## config.mk

```make
export PLATFORM = sky130hd
export DESIGN_NAME = antisat_seq_lock_flat
export DESIGN_NICKNAME = d
export VERILOG_FILES = /design/src/rtl/antisat_seq_lock_pkg.sv /design/src/rtl/antisat_seq_lock_if.sv /design/src/rtl/antisat_seq_lock_core.sv /design/src/rtl/antisat_seq_lock.sv /design/src/flat_wrapper.sv
export SDC_FILE = /design/constraint.sdc
export NUM_CORES = 1
export LEC_CHECK = 0
export CAP_MARGIN = 20
export CORE_ASPECT_RATIO = 1.4
export CORE_MARGIN = 2
export CORE_UTILIZATION = 55
export CTS_CLUSTER_SIZE = 14
export DETAILED_ROUTE_END_ITERATION = 10
export GPL_TIMING_DRIVEN = 0
export PLACE_DENSITY_LB_ADDON = 0.2
export SLEW_MARGIN = 20
export SYNTH_ARGS = -nofsm -noshare
export SYNTH_HDL_FRONTEND = slang
export SYNTH_HIERARCHICAL = 1
export SYNTH_SLANG_ARGS = --single-unit
```

## constraint.sdc

```tcl
create_clock -name clk -period 3.2 [get_ports clk]
set_input_delay 0.96 -clock clk [delete_from_list [all_inputs] [get_ports clk]]
set_output_delay 0.96 -clock clk [all_outputs]
set_load 0.01 [all_outputs]
```

## src/rtl/antisat_seq_lock_pkg.sv

```systemverilog
// Shared types and helpers for the sequential Anti-SAT lock.
package antisat_pkg;

    localparam int ANTISAT_MODE_AND = 0;
    localparam int ANTISAT_MODE_NOR = 1;

    typedef enum logic {
        ST_LOAD,
        ST_ARMED
    } state_t;

    function automatic int key_cnt_w(input int width);
        return $clog2(2 * width);
    endfunction

endpackage

```

## src/rtl/antisat_seq_lock_if.sv

```systemverilog
// Serial key-loading handshake between a key source (master) and the lock (slave).
interface antisat_seq_lock_if;

    logic key_bit;
    logic key_valid;
    logic key_ready;
    logic key_clear;
    logic key_loaded;

    modport master (
        output key_bit, key_valid, key_clear,
        input  key_ready, key_loaded
    );

    modport slave (
        input  key_bit, key_valid, key_clear,
        output key_ready, key_loaded
    );

endinterface

```

## src/rtl/antisat_seq_lock_core.sv

```systemverilog
// Combinational Anti-SAT g/gbar pair; y is high only for the single x that defeats a wrong key.
module antisat_core
    import antisat_pkg::*;
#(
    parameter int WIDTH = 20,
    parameter int MODE  = ANTISAT_MODE_AND
) (
    input  logic [WIDTH-1:0] x,
    input  logic [WIDTH-1:0] kg,
    input  logic [WIDTH-1:0] kgb,
    output logic             y
);

    logic [WIDTH-1:0] a;
    logic [WIDTH-1:0] b;
    logic             g;
    logic             gbar;

    assign a = x ^ kg;
    assign b = x ^ kgb;

    generate
        if (MODE == ANTISAT_MODE_NOR) begin : g_nor
            assign g    = ~|a;
            assign gbar = |b;
        end else begin : g_and
            assign g    = &a;
            assign gbar = ~&b;
        end
    endgenerate

    assign y = g & gbar;

endmodule

```

## src/rtl/antisat_seq_lock.sv

```systemverilog
// Sequential Anti-SAT lock: serial key load, corrupt-until-armed gating, PIPE-deep output pipeline.
module antisat_seq_lock
    import antisat_pkg::*;
#(
    parameter int WIDTH = 20,
    parameter int MODE  = ANTISAT_MODE_AND,
    parameter int PIPE  = 1
) (
    input  logic             clk,
    input  logic             rst_n,
    input  logic [WIDTH-1:0] x_in,
    input  logic             prot_in,
    output logic             prot_out,
    output logic             y_out,
    antisat_seq_lock_if.slave key_if
);

    localparam int KW = 2 * WIDTH;
    localparam int CW = key_cnt_w(WIDTH);
    localparam logic [CW-1:0] LAST_BEAT = CW'(KW - 1);

    state_t          state;
    state_t          state_next;
    logic [KW-1:0]   key_reg;
    logic [CW-1:0]   beat_cnt;
    logic            beat_ok;
    logic            y_core;
    logic            y_comb;
    logic [PIPE-1:0] prot_pipe;
    logic [PIPE-1:0] y_pipe;

    assign beat_ok = (state == ST_LOAD) && key_if.key_valid;

    always_ff @(posedge clk) begin
        if (!rst_n) begin
            state <= ST_LOAD;
        end else begin
            state <= state_next;
        end
    end

    always_comb begin
        state_next = state;
        case (state)
            ST_LOAD: begin
                if (key_if.key_clear) begin
                    state_next = ST_LOAD;
                end else if (beat_ok && (beat_cnt == LAST_BEAT)) begin
                    state_next = ST_ARMED;
                end
            end
            ST_ARMED: begin
                if (key_if.key_clear) begin
                    state_next = ST_LOAD;
                end
            end
            default: state_next = ST_LOAD;
        endcase
    end

    // A clear that coincides with a beat discards the beat.
    always_ff @(posedge clk) begin
        if (!rst_n || key_if.key_clear) begin
            key_reg  <= '0;
            beat_cnt <= '0;
        end else if (beat_ok) begin
            key_reg[beat_cnt] <= key_if.key_bit;
            beat_cnt          <= beat_cnt + CW'(1);
        end
    end

    assign key_if.key_ready  = (state == ST_LOAD) && rst_n;
    assign key_if.key_loaded = (state == ST_ARMED) && rst_n;

    antisat_core #(
        .WIDTH (WIDTH),
        .MODE  (MODE)
    ) u_core (
        .x   (x_in),
        .kg  (key_reg[WIDTH-1:0]),
        .kgb (key_reg[KW-1:WIDTH]),
        .y   (y_core)
    );

    assign y_comb = (state == ST_ARMED) ? y_core : 1'b1;

    // Free-running shift register; in-flight values are never altered by clear or arming.
    always_ff @(posedge clk) begin
        if (!rst_n) begin
            prot_pipe <= '0;
            y_pipe    <= '0;
        end else begin
            prot_pipe[0] <= prot_in ^ y_comb;
            y_pipe[0]    <= y_comb;
            for (int i = 1; i < PIPE; i++) begin
                prot_pipe[i] <= prot_pipe[i-1];
                y_pipe[i]    <= y_pipe[i-1];
            end
        end
    end

    assign prot_out = prot_pipe[PIPE-1];
    assign y_out    = y_pipe[PIPE-1];

endmodule

```

## src/flat_wrapper.sv

```systemverilog
// flat-port wrapper written by rule: the top's interface ports become plain ports
module antisat_seq_lock_flat import antisat_pkg::*;
#(
    parameter int WIDTH = 20,
    parameter int MODE  = ANTISAT_MODE_AND,
    parameter int PIPE  = 1
)
  (clk, rst_n, x_in, prot_in, prot_out, y_out, key_if_key_bit, key_if_key_valid, key_if_key_clear, key_if_key_ready, key_if_key_loaded);
  antisat_seq_lock_if key_if_i ();
  input  logic clk;
  input  logic rst_n;
  input  logic [WIDTH-1:0] x_in;
  input  logic prot_in;
  output logic prot_out;
  output logic y_out;
  input wire logic [$bits(key_if_i.key_bit)-1:0] key_if_key_bit;
  input wire logic [$bits(key_if_i.key_valid)-1:0] key_if_key_valid;
  input wire logic [$bits(key_if_i.key_clear)-1:0] key_if_key_clear;
  output wire logic [$bits(key_if_i.key_ready)-1:0] key_if_key_ready;
  output wire logic [$bits(key_if_i.key_loaded)-1:0] key_if_key_loaded;
  assign key_if_i.key_bit = key_if_key_bit;
  assign key_if_i.key_valid = key_if_key_valid;
  assign key_if_i.key_clear = key_if_key_clear;
  assign key_if_key_ready = key_if_i.key_ready;
  assign key_if_key_loaded = key_if_i.key_loaded;
  antisat_seq_lock #(.WIDTH(WIDTH), .MODE(MODE), .PIPE(PIPE)) u_core (.clk(clk), .rst_n(rst_n), .x_in(x_in), .prot_in(prot_in), .prot_out(prot_out), .y_out(y_out), .key_if(key_if_i));
endmodule
```

==> results of run 1 <==
## stage by stage
step                cell area (um^2)  std cells  hold WS (ns)  setup WS, ns
CTS                             3170        394         0.480      0.000665
finish                          3170        394         0.478         0.406
floorplan                       2680        293         0.450          1.08
global placement                3050        386         0.457        0.0700
global route                    3170        394         0.494         0.326
detailed placement              3050        386         0.468       0.00835
## synth_stat cells
cell type	number
sky130_fd_sc_hd__a31o_2	1
sky130_fd_sc_hd__nand3_1	3
sky130_fd_sc_hd__a311oi_1	1
sky130_fd_sc_hd__nor2b_1	5
sky130_fd_sc_hd__a31oi_1	1
sky130_fd_sc_hd__xor2_1	13
sky130_fd_sc_hd__nor2_1	5
sky130_fd_sc_hd__a211oi_1	1
sky130_fd_sc_hd__ha_1	1
sky130_fd_sc_hd__buf_4	3
sky130_fd_sc_hd__dfxtp_1	49
sky130_fd_sc_hd__nand4_1	4
sky130_fd_sc_hd__nand3b_1	1
sky130_fd_sc_hd__xnor2_1	30
sky130_fd_sc_hd__and4b_1	3
sky130_fd_sc_hd__nor4bb_1	1
sky130_fd_sc_hd__inv_1	3
sky130_fd_sc_hd__nor4_2	2
sky130_fd_sc_hd__nand2_1	81
sky130_fd_sc_hd__and2_1	2
sky130_fd_sc_hd__a211o_1	1
sky130_fd_sc_hd__buf_2	14
sky130_fd_sc_hd__a41o_1	1
sky130_fd_sc_hd__nand2b_1	1
sky130_fd_sc_hd__nor3b_1	1
sky130_fd_sc_hd__a21oi_1	1
sky130_fd_sc_hd__nor4_1	6
sky130_fd_sc_hd__nor3_1	1
sky130_fd_sc_hd__nor4b_2	4
sky130_fd_sc_hd__buf_6	1
sky130_fd_sc_hd__and4bb_1	2
sky130_fd_sc_hd__clkbuf_1	3
sky130_fd_sc_hd__nor4b_4	2
sky130_fd_sc_hd__and4bb_2	4
sky130_fd_sc_hd__mux2i_1	41
## layout make-up
| class | count | area (um^2) | share of cell area [%] |
|---|---|---|---|
| clock buffer | 7 | 86.3 | 2.72 |
| multi-input combinational | 220 | 1570 | 49.6 |
| tap | 64 | 80.1 | 2.53 |
| sequential | 49 | 981 | 31.0 |
| timing repair buffer | 29 | 293 | 9.24 |
| clock inverter | 1 | 30.0 | 0.947 |
| buffer | 21 | 115 | 3.63 |
| inverter | 3 | 11.3 | 0.355 |
## power by group through the flow
stage / clock, mW / sequential [mW] / combinational [mW]
3_5_place_dp: 0 / 0.629 / 0.121
3_3_place_gp: 0 / 0.629 / 0.120
5_1_grt: 0.487 / 0.615 / 0.130
4_1_cts: 0.466 / 0.614 / 0.122
6_report: 0.458 / 0.614 / 0.121
2_1_floorplan: 0 / 0.629 / 0.0594
## worst reg2reg max path: stages, from the launching register on
cell and delay [ns]:
sky130_fd_sc_hd__dfxtp_1 0.33, sky130_fd_sc_hd__xnor2_1 0.13, sky130_fd_sc_hd__nor4_1 0.34, sky130_fd_sc_hd__nand3_1 0.13
sky130_fd_sc_hd__a311oi_1 0.38, sky130_fd_sc_hd__nor2b_1 0.14, sky130_fd_sc_hd__xnor2_1 0.14, sky130_fd_sc_hd__and2_1 0.15
## metal layers
metal | vias to the layer above | part of all wire, % | GRT usage, %
li1 | 1055 | - | -
met1 | 1013 | 43 | 28.1
met2 | 37 | 53 | 45.1
met3 | 7 | 3.1 | 4.16
met5 | - | 0 | 0
met4 | 0 | 1.3 | 7.27
## path summary, 6_finish.rpt
check | start | end | slack [ns] | cells past startpoint
worst max-delay path | rst_n | key_if_key_ready | 0.41 | 3
worst min-delay path | u_core/key_reg[2]$_SDFFE_PP0P_ | u_core/key_reg[2]$_SDFFE_PP0P_ | 0.48 | 2
worst max register to register | u_core/key_reg[14]$_SDFFE_PP0P_ | u_core/prot_out$_SDFF_PN0_ | 1.37 | 7
worst min register to register | u_core/key_reg[2]$_SDFFE_PP0P_ | u_core/key_reg[2]$_SDFFE_PP0P_ | 0.48 | 2
## what timing repair did
item	4_1_cts	5_1_grt
endpoints found under the setup margin	0	2
resized for setup	0	1
hold buffers	0	0
## cells by family (layout without fill, tap and decap cells)
group	count (synthesis)	in the layout	synth area share, %
buffers and inverters	24	61	4.72
xor gates and xnor gates	43	43	14.1
AOI/OAI and AO/OA	7	7	2.05
and+or+nand+nor	128	128	26.8
adders and majority gates	1	1	0.467
DFF	49	49	36.6
muxes	41	41	15.3
==> results.txt, run 1 <==
- The run finished with clean final reports.
- Post-route DRC: 0
- Cell taking the most area after synthesis: sky130_fd_sc_hd__dfxtp_1
- Die Footprint: 5460 um^2
- Top cell family by delay on the critical path: buffers and inverters
* TritonCTS buffer count: 5
- For this block, the routed nets add up to 6270 um of wire.
- The tree is rooted in a sky130_fd_sc_hd__clkbuf_8.
- A synthesized cell averages 9.15 um^2.
* Actual slew at the worst max-slew pin: 0.617 ns
- In the layout the commonest cells are sky130_fd_sc_hd__nand2_1 (81), sky130_fd_sc_hd__dfxtp_1 (49), sky130_fd_sc_hd__mux2i_1 (41).
- In this run the deepest clock path goes through 2 buffers.
- Post-CTS setup buffer count: 0
- Traced cell by cell, the critical path runs through dlymetal6s2s_1 -> nor2b_1 -> clkdlybuf4s50_1.
- The layout has 400 filler cells.
- The internal portion of the total power is 930 uW.
- Clock insertion delay at the later pin of the skew report: 0.30 ns
- Vias in the first global route: 2027
- The design draws 1.19 mW.
- In this run the standard cell core region covers 4770 um^2.
- Slowest stage cell, crit path: sky130_fd_sc_hd__clkdlybuf4s50_1
* WP data required: 2.24 ns
* Most frequent standard cell in the layout excluding fill and tap cells: sky130_fd_sc_hd__nand2_1
- In the final layout, the share of cells above drive strength 1 is 11.5%.
- The register with the most flip-flops in the layout has 40 of them.
* Final period utilization: 87.3%
* Area fraction of the dominant cell type after synthesis: 36.6%
* Critical path capture point type: primary output
* Count of H-tree levels built during CTS: 2
* Switching portion of total power: 22.2%
* Critical Setup Path Class: input port to primary output
* Reported net switching power: 264 uW
- Across the VDD grid, the largest voltage drop is 0.290 mV.
* Critical path arrival: 1.83 ns
- Vias after detailed routing: 2112
- Unique cell type count in the Yosys netlist: 35
- Worst slew margin relative to its limit: 58.8%
* Max incr delay on CP: 0.55 ns
- Together, buffers and inverters on the worst path number 2.
* Dpl hpwl: 4730 um
- Detailed Routing Iterations Pass 1: 4
- Of all nets on the critical path, the largest fanout is 6.
- In this run the core area contains 30 standard-cell rows.
- Overflow left after global routing: 0
- Last weighted congestion value of the routability-driven placer: 0.899
* Crit start category: input port
- For this configuration, the core starts out at a cell density of 56.2%.
* Setup tns final: 0 ns
* Sequential power share: 51.5%
- Clock tree from TritonCTS: built
- Leak Pwr: 1.36 nW
* Global-route wire length before repair: 10000 um
- Endpoints failing hold: 0
- Yosys warnings: 6
- Based on the critical path, the design can be clocked at up to 0.358 GHz.
* Area growth from synthesis to final layout: 18.3%
- Path class of the lowest-slack min-delay path: flip-flop to flip-flop
- During placement, the flow inserted port buffers numbering 29.
- Post-DR wirelength/cell: 15.9 um
- Cells fill 66.5% of the core in the end.
* I/O pins: 30
* Cell count after synthesis: 293
- Setup repair after global routing left no endpoint under its margin.
* GRT Total Usage: 24.2%
* Setup-violating endpoint count in the final report: 0
* Die Span X: 63.0 um
* Post-detailed-route count of antenna-violating nets: 0
* Clock net sink count: 49
- Crit path time final: 2.79 ns
* Clock-pin slew of the registers on the worst-case setup and hold paths: 0.08 ns
- The mapped netlist covers 2680 um^2.
- The number of max-slew violations in the final report is 0.
- The repair_antennas step left the layout with diodes totalling 0.
- Via count normalized by instance count: 5.36
- The synthesized design contains 49 register bits.
- Post-Synthesis Net Count: 320
* Clock skew: 0.00605 ns
- Ranked by total cell area, the synthesized netlist is headed by sky130_fd_sc_hd__dfxtp_1 (37%), sky130_fd_sc_hd__mux2i_1 (15%), sky130_fd_sc_hd__nand2_1 (11%), sky130_fd_sc_hd__xnor2_1 (9.8%), sky130_fd_sc_hd__xor2_1 (4.2%).
- The final layout contains 356 nets.
- Number of violations reported at the end of detailed-routing iteration 0: 94
- Max-cap violations in this run came to 0.
- Entering global routing, the biggest net connects 15 pins.
- Power share of the clock group: 38.4%
- Relative contribution of combinational cells to total power: 10.2%
- Vertical extent of the die: 86.6 um
* Share of synthesized area occupied by flip-flops and latches: 36.6%
- Dividing total power by cell area gives a power density of 377 nW/um^2.
- The number of antenna violations at the first check in global routing was 0.
Power figures use the tool's default switching activity.
==> inputs of run 2 (changes only) <==
clock period = 2.8 ns   (was 3.2 ns; I/O delays follow)
==> run 2 against run 1 <==
Against the previous run:
- global-route usage unchanged
- critical endpoint is now key_if_key_loaded
- register-to-register slack got worse by 0.40 ns
- clock skew increased by 0.00086 ns
- die area unchanged
- worst hold slack about the same
- flip-flop and latch count is the same
- via count is 0.24% lower
- critical path depth unchanged
- largest power group unchanged
- count of clock-buffer cells in the layout is the same
==> results.txt, run 2 (synthesis gave the netlist of run 1 again) <==
- Setup-violating endpoint count in the final report: 0
* CP max FO: 6
- Via count normalized by instance count: 5.35
- The floorplan step defined a core boundary enclosing 4770 um^2.
* Worst Slack Setup Final: 0.173 ns
- Last weighted congestion value of the routability-driven placer: 0.899
* Clock insertion delay at the later pin of the skew report: 0.30 ns
- Leak Pwr: 1.35 nW
- Number of non-filler instances in the completed layout: 394
- GRT Total Usage: 24.2%
- CTS root buffer: sky130_fd_sc_hd__clkbuf_8
* Worst setup slack before clock tree synthesis: -0.152 ns
- TritonCTS buffer count: 5
- Worst slew margin relative to its limit: 59.7%
- The completed layout was analyzed and its total power is 1.36 mW.
- Count of buffers from port buffering: 29
- Cell area power density: 430 nW/um^2
* Detailed Routing Iterations Pass 1: 5
- In the final layout, the multi-input gates occupy 1570 um^2.
- Clock net sink count: 49
- The routed layout has 2107 vias.
- Die Span X: 63.0 um
- In this run, the number of DRC markers left after iteration 0 of detailed routing was 84.
* Number of filler instances in the final layout: 403
* Number of buffers between clock root and the deepest sink: 2
- For the worst setup path, the data arrival time is 1.79 ns.
- In the routed design, unresolved DRC markers number 0.
- Max-cap violations in this run came to 0.
- The run finished with clean final reports.
- The post-route netlist has 11.5% of its cells at a drive strength greater than 1.
* Vias in the first global route: 2027
- Clock skew: 0.00691 ns
- Crit start category: input port
* Endpoints failing hold: 0
- The worst register-to-register path has a setup slack of 0.97 ns.
- Die Footprint: 5460 um^2
* Number of cells upsized or downsized after cts: 2
* Setup repair after global routing missed its margin: no
- I/O pins: 30
- The number of max-slew violations in the final report was 0.
* Maximum operating frequency: 0.381 GHz
- Clock-pin slew of the registers on the worst-case setup and hold paths: 0.08 ns
- Critical Setup Path Class: input port to primary output
- Critical path capture point type: primary output
- Cells after DPL: 386
* Vertical extent of the die: 86.6 um
* Starting density of the core: 56.2%
* Antenna Diode Count: 0
- Number of antenna violations at the first check in global routing: 0
* Count of H-tree levels built during CTS: 2
- Crit path time final: 2.63 ns
- The detail route stage leaves a number of antenna-violating nets equal to 0.
- Actual slew at the worst max-slew pin: 0.603 ns
- Site Rows: 30
- In the final layout, flip-flops and latches occupy 981 um^2.
* Maximum vdd drop: 0.331 mV
* Number of flip-flops in the largest register: 40
* Global-route wire length before repair: 10000 um
- Dpl hpwl: 4730 um
- Summed over all layers, the routed wires come to 6260 um.
* Post-CTS Hold Buffers: 0
* Clock tree from TritonCTS: built
- Most frequent standard cell in the layout excluding fill and tap cells: sky130_fd_sc_hd__nand2_1
- Pin count of the biggest net entering global routing: 15
- Compared with the post-synthesis result, the final layout area differs by 18.1%.
- Overflow left after global routing: 0
- WP data required: 1.96 ns
* Post-CTS setup buffer count: 0
* Nets: 356
- The worst hold path belongs to the class flip-flop to flip-flop.
- After layout, the worst path uses 93.8% of the clock period.
* Most frequent cells in the layout: sky130_fd_sc_hd__nand2_1 (81), sky130_fd_sc_hd__dfxtp_1 (49), sky130_fd_sc_hd__mux2i_1 (41)
- Post-DR wirelength/cell: 15.9 um
==> run 2: final timing paths <==
path                              startpoint                        endpoint  cells past startpoint
min           u_core/key_reg[2]$_SDFFE_PP0P_  u_core/key_reg[2]$_SDFFE_PP0P_                      2
min reg2reg   u_core/key_reg[2]$_SDFFE_PP0P_  u_core/key_reg[2]$_SDFFE_PP0P_                      2
max reg2reg  u_core/key_reg[14]$_SDFFE_PP0P_      u_core/prot_out$_SDFF_PN0_                      7
max                                    rst_n               key_if_key_loaded                      3
==> run 2: worst max-delay path, stage by stage <==
cell and delay, ns:
sky130_fd_sc_hd__dlygate4sd2_1 0.28, sky130_fd_sc_hd__and2_1 0.14, sky130_fd_sc_hd__clkdlybuf4s50_1 0.52
==> run 2: power breakdown <==
part / internal [mW] / switching (mW) / leakage (nW)
sequential: 0.699 / 0.00277 / 0.395
combinational: 0.0707 / 0.0671 / 0.895
clock: 0.291 / 0.231 / 0.0585
total: 1.06 / 0.301 / 1.35
==> run 2: metal layers <==
layer / routed length, um / track usage, %
met1: 2630 / 28.1
met2: 3330 / 45.1
met3: 224 / 4.16
met4: 80 / 7.27
met5: 0 / 0
==> run 2: per-stage QoR <==
stage               area [um^2]  util (%)  hold slack, ns  TNS (ns)
finish                     3160      66.4           0.478         0
global route               3160      66.4           0.494         0
CTS                        3160      66.4           0.480         0
detailed placement         3050      64.0           0.468    -0.308
global placement           3050      64.0           0.457    -0.176
floorplan                  2680         -           0.450         0
==> run 2: final cells by class <==
| class | count | share of cell area, % |
|---|---|---|
| Timing Repair Buffer | 29 | 9.09 |
| Inverter | 3 | 0.356 |
| Clock buffer | 7 | 2.73 |
| Multi-Input combinational cell | 220 | 49.7 |
| Sequential cell | 49 | 31.0 |
| Clock inverter | 1 | 0.949 |
| Buffer | 21 | 3.64 |
| Tap cell | 64 | 2.53 |
==> inputs of run 3 (changes only) <==
CORE_UTILIZATION = 51   (was 55)
RECOVER_POWER = 50   (was not set)
clock period = 2.3 ns   (was 2.8 ns; I/O delays follow)
==> run 3 against run 2 <==
Against the previous run:
- clock skew up 0.0015 ns
- clock power up 15%
- cell area up 1.1%
- non-clock buffer count unchanged
- power up 19%
- core utilization down 3.9 points
- critical path depth up 5
- first-iteration DRC count up 29%
- count of clock-buffer cells in the layout down 2
- final cell count up 0.25%
- critical endpoint is now u_core/prot_out$_SDFF_PN0_
- largest power group unchanged
- highest routed layer unchanged
==> results.txt, run 3 (synthesis gave the netlist of run 1 again) <==
* Area inside the core boundary: 5120 um^2
- In this run the deepest clock path goes through 2 buffers.
- Count of H-tree levels built during CTS: 2
- Nets: 356
* Share of final-layout standard cells stronger than drive strength 1: 12.8%
- Global-route wire length before repair: 10900 um
* Pin count of the biggest net entering global routing: 15
- Dpl hpwl: 4900 um
* Sum of routed wire length over all layers: 6430 um
- Via count normalized by instance count: 5.44
* Site Rows: 31
- Total Power: 1.62 mW
- Multi-input logic area: 1610 um^2
- The register with the most flip-flops in the layout has 40 of them.
- Clock net sink count: 49
- Path class of the lowest-slack min-delay path: flip-flop to flip-flop
* Cell area power density: 507 nW/um^2
- Counting the buffers created by CTS gives 5.
* Critical path arrival: 2.43 ns
* Post-CTS setup buffer count: 0
- Data on the critical path is required at its endpoint by 2.51 ns.
* Critical path capture point type: flip-flop
- The final critical path takes up 96.8% of the cycle.
- The worst register-to-register path ends at u_core/prot_out$_SDFF_PN0_.
- Clock skew: 0.00841 ns
* Clock insertion delay at the later pin of the skew report: 0.30 ns
- Post-route DRC: 0
- Setup repair after global routing missed its margin: no
- Last weighted congestion value of the routability-driven placer: 0.841
- GRT Total Usage: 24.2%
- TritonCTS built the clock tree.
- Measured against its own limit, the worst slew margin works out to 60.5%.
- Setup violations remaining at the end of the flow were counted as 0.
- During I/O placement, the number of pins put on the boundary was 30.
* End of the critical path: u_core/prot_out$_SDFF_PN0_
* CP max FO: 2
* Maximum operating frequency: 0.449 GHz
- Overflow left after global routing: 0
- Number of max-capacitance violations reported: 0
- The detail route stage leaves a number of antenna-violating nets equal to 0.
- From synthesis to final layout, the design area changed by 19.4%.
- Worst R2R Start: u_core/key_reg[10]$_SDFFE_PP0P_
- CP Launch Point: x_in[14]
- Post-DR wirelength/cell: 16.3 um
* Starting density of the core: 52.3%
* Critical Setup Path Class: input port to flip-flop
- Vertical extent of the die: 89.8 um
- For this design the static power due to leakage is 1.41 nW.
* Area of all sequential standard cells: 982 um^2
- The worst register-to-register path has a setup slack of 0.53 ns.
- Crit path time final: 2.23 ns
- Clock-pin slew of the registers on the worst-case setup and hold paths: 0.09 ns
- Most frequent cells in the layout: sky130_fd_sc_hd__nand2_1 (81), sky130_fd_sc_hd__dfxtp_1 (48), sky130_fd_sc_hd__mux2i_1 (41)
- Post-DP Area: 3050 um^2
- Antenna Diode Count: 0
* Count of buffers from port buffering: 29
- The final number of hold-violating endpoints is 0.
- The detailed router placed 2148 vias in this run.
* Vias in the first global route: 2214
- Post-CTS Hold Buffers: 0
- From left edge to right edge, the die measures 65.3 um.
- Fill cells in the final layout number 461.
- Measured in cells, the most critical reg-to-reg path has a length of 7.
- Leaving out fill and tap cells, the most frequent cell in the layout is sky130_fd_sc_hd__nand2_1.
- Maximum vdd drop: 0.341 mV
- The floorplan step defined a die boundary enclosing 5860 um^2.
- The first TritonRoute pass finished after 4 iterations.
- The cell sitting at the root of the clock tree is a sky130_fd_sc_hd__clkbuf_8.
- Final-report max-slew violation count: 0
- Number of violations reported at the end of detailed-routing iteration 0: 108
* Status: complete, no violations
- On the final layout, the worst hold slack is 0.476 ns.
- Actual slew at the worst max-slew pin: 0.591 ns
* Number of antenna violations at the first check in global routing: 0
* Design Area, Final: 3200 um^2
- The worst setup path is launched from an input port.
## run 3: changes by cell type in the layout (fill, tap and decap cells not counted), moves of 2 or more
cell,previous run,this run
sky130_fd_sc_hd__clkdlybuf4s50_1,27,16
sky130_fd_sc_hd__dlymetal6s2s_1,0,8
sky130_fd_sc_hd__buf_2,14,9
sky130_fd_sc_hd__clkbuf_1,4,7
sky130_fd_sc_hd__dlygate4sd3_1,0,3
sky130_fd_sc_hd__clkbuf_2,0,2
sky130_fd_sc_hd__nor4_1,6,4
sky130_fd_sc_hd__nor4_2,2,4
## run 3: power by group
group	internal, mW	switching, mW
Combinational	0.0828	0.0850
Clock	0.316	0.283
Sequential	0.851	0.00334
Total	1.25	0.371
## run 3: worst min-delay path by stage
stage	cells past startpoint	startpoint	endpoint
2_1_floorplan	2	u_core/key_reg[24]$_SDFFE_PP0P_	u_core/key_reg[24]$_SDFFE_PP0P_
3_3_place_gp	2	u_core/key_reg[22]$_SDFFE_PP0P_	u_core/key_reg[22]$_SDFFE_PP0P_
3_5_place_dp	2	u_core/key_reg[15]$_SDFFE_PP0P_	u_core/key_reg[15]$_SDFFE_PP0P_
4_1_cts	2	u_core/key_reg[15]$_SDFFE_PP0P_	u_core/key_reg[15]$_SDFFE_PP0P_
5_1_grt	2	u_core/key_reg[27]$_SDFFE_PP0P_	u_core/key_reg[27]$_SDFFE_PP0P_
6_report	2	u_core/key_reg[1]$_SDFFE_PP0P_	u_core/key_reg[1]$_SDFFE_PP0P_
## run 3: layer usage
layer  vias up  routed length, um  global-route usage [%]
met5         -                  0                       0
met4         0                261                    11.3
met3        18                267                    4.38
met2        53               3230                    40.5
met1      1022               2680                    29.6
li1       1055                  -                       -
## run 3: worst max-delay path, stage by stage
cell and delay (ns):
sky130_fd_sc_hd__clkdlybuf4s50_1 0.48, sky130_fd_sc_hd__xnor2_1 0.17, sky130_fd_sc_hd__nor4_2 0.23, sky130_fd_sc_hd__nand3_1 0.15
sky130_fd_sc_hd__a311oi_2 0.35, sky130_fd_sc_hd__nor2b_2 0.09, sky130_fd_sc_hd__xnor2_1 0.12, sky130_fd_sc_hd__and2_1 0.15
## run 3: layout make-up
type,instances,share of cell area [%]
multi-input cells,220,50.2
flip-flops and latches,49,30.7
repair buffers,29,9.50
plain buffers,21,3.44
well taps,66,2.58
clock buffers,5,2.15
clock inverters,2,1.09
inverters,3,0.352
## run 3: what timing repair did
item / 4_1_cts / 5_1_grt
pin swaps: 0 / 5
hold endpoints to repair: 0 / 0
gates resized for setup: 6 / 14
endpoints found under the setup margin: 3 / 2
## run 3: through the flow
| stage | worst slack (ns) | instances | utilization [%] | setup TNS (ns) |
|---|---|---|---|---|
| 2_1_floorplan | 0.491 | 293 | - | 0 |
| 3_5_place_dp | -0.416 | 388 | 59.6 | -1.25 |
| 3_3_place_gp | -0.397 | 388 | 59.6 | -1.18 |
| 5_1_grt | 0.000907 | 395 | 62.5 | 0 |
| 4_1_cts | 0.00262 | 395 | 61.9 | 0 |
| 6_report | 0.0735 | 395 | 62.5 | 0 |
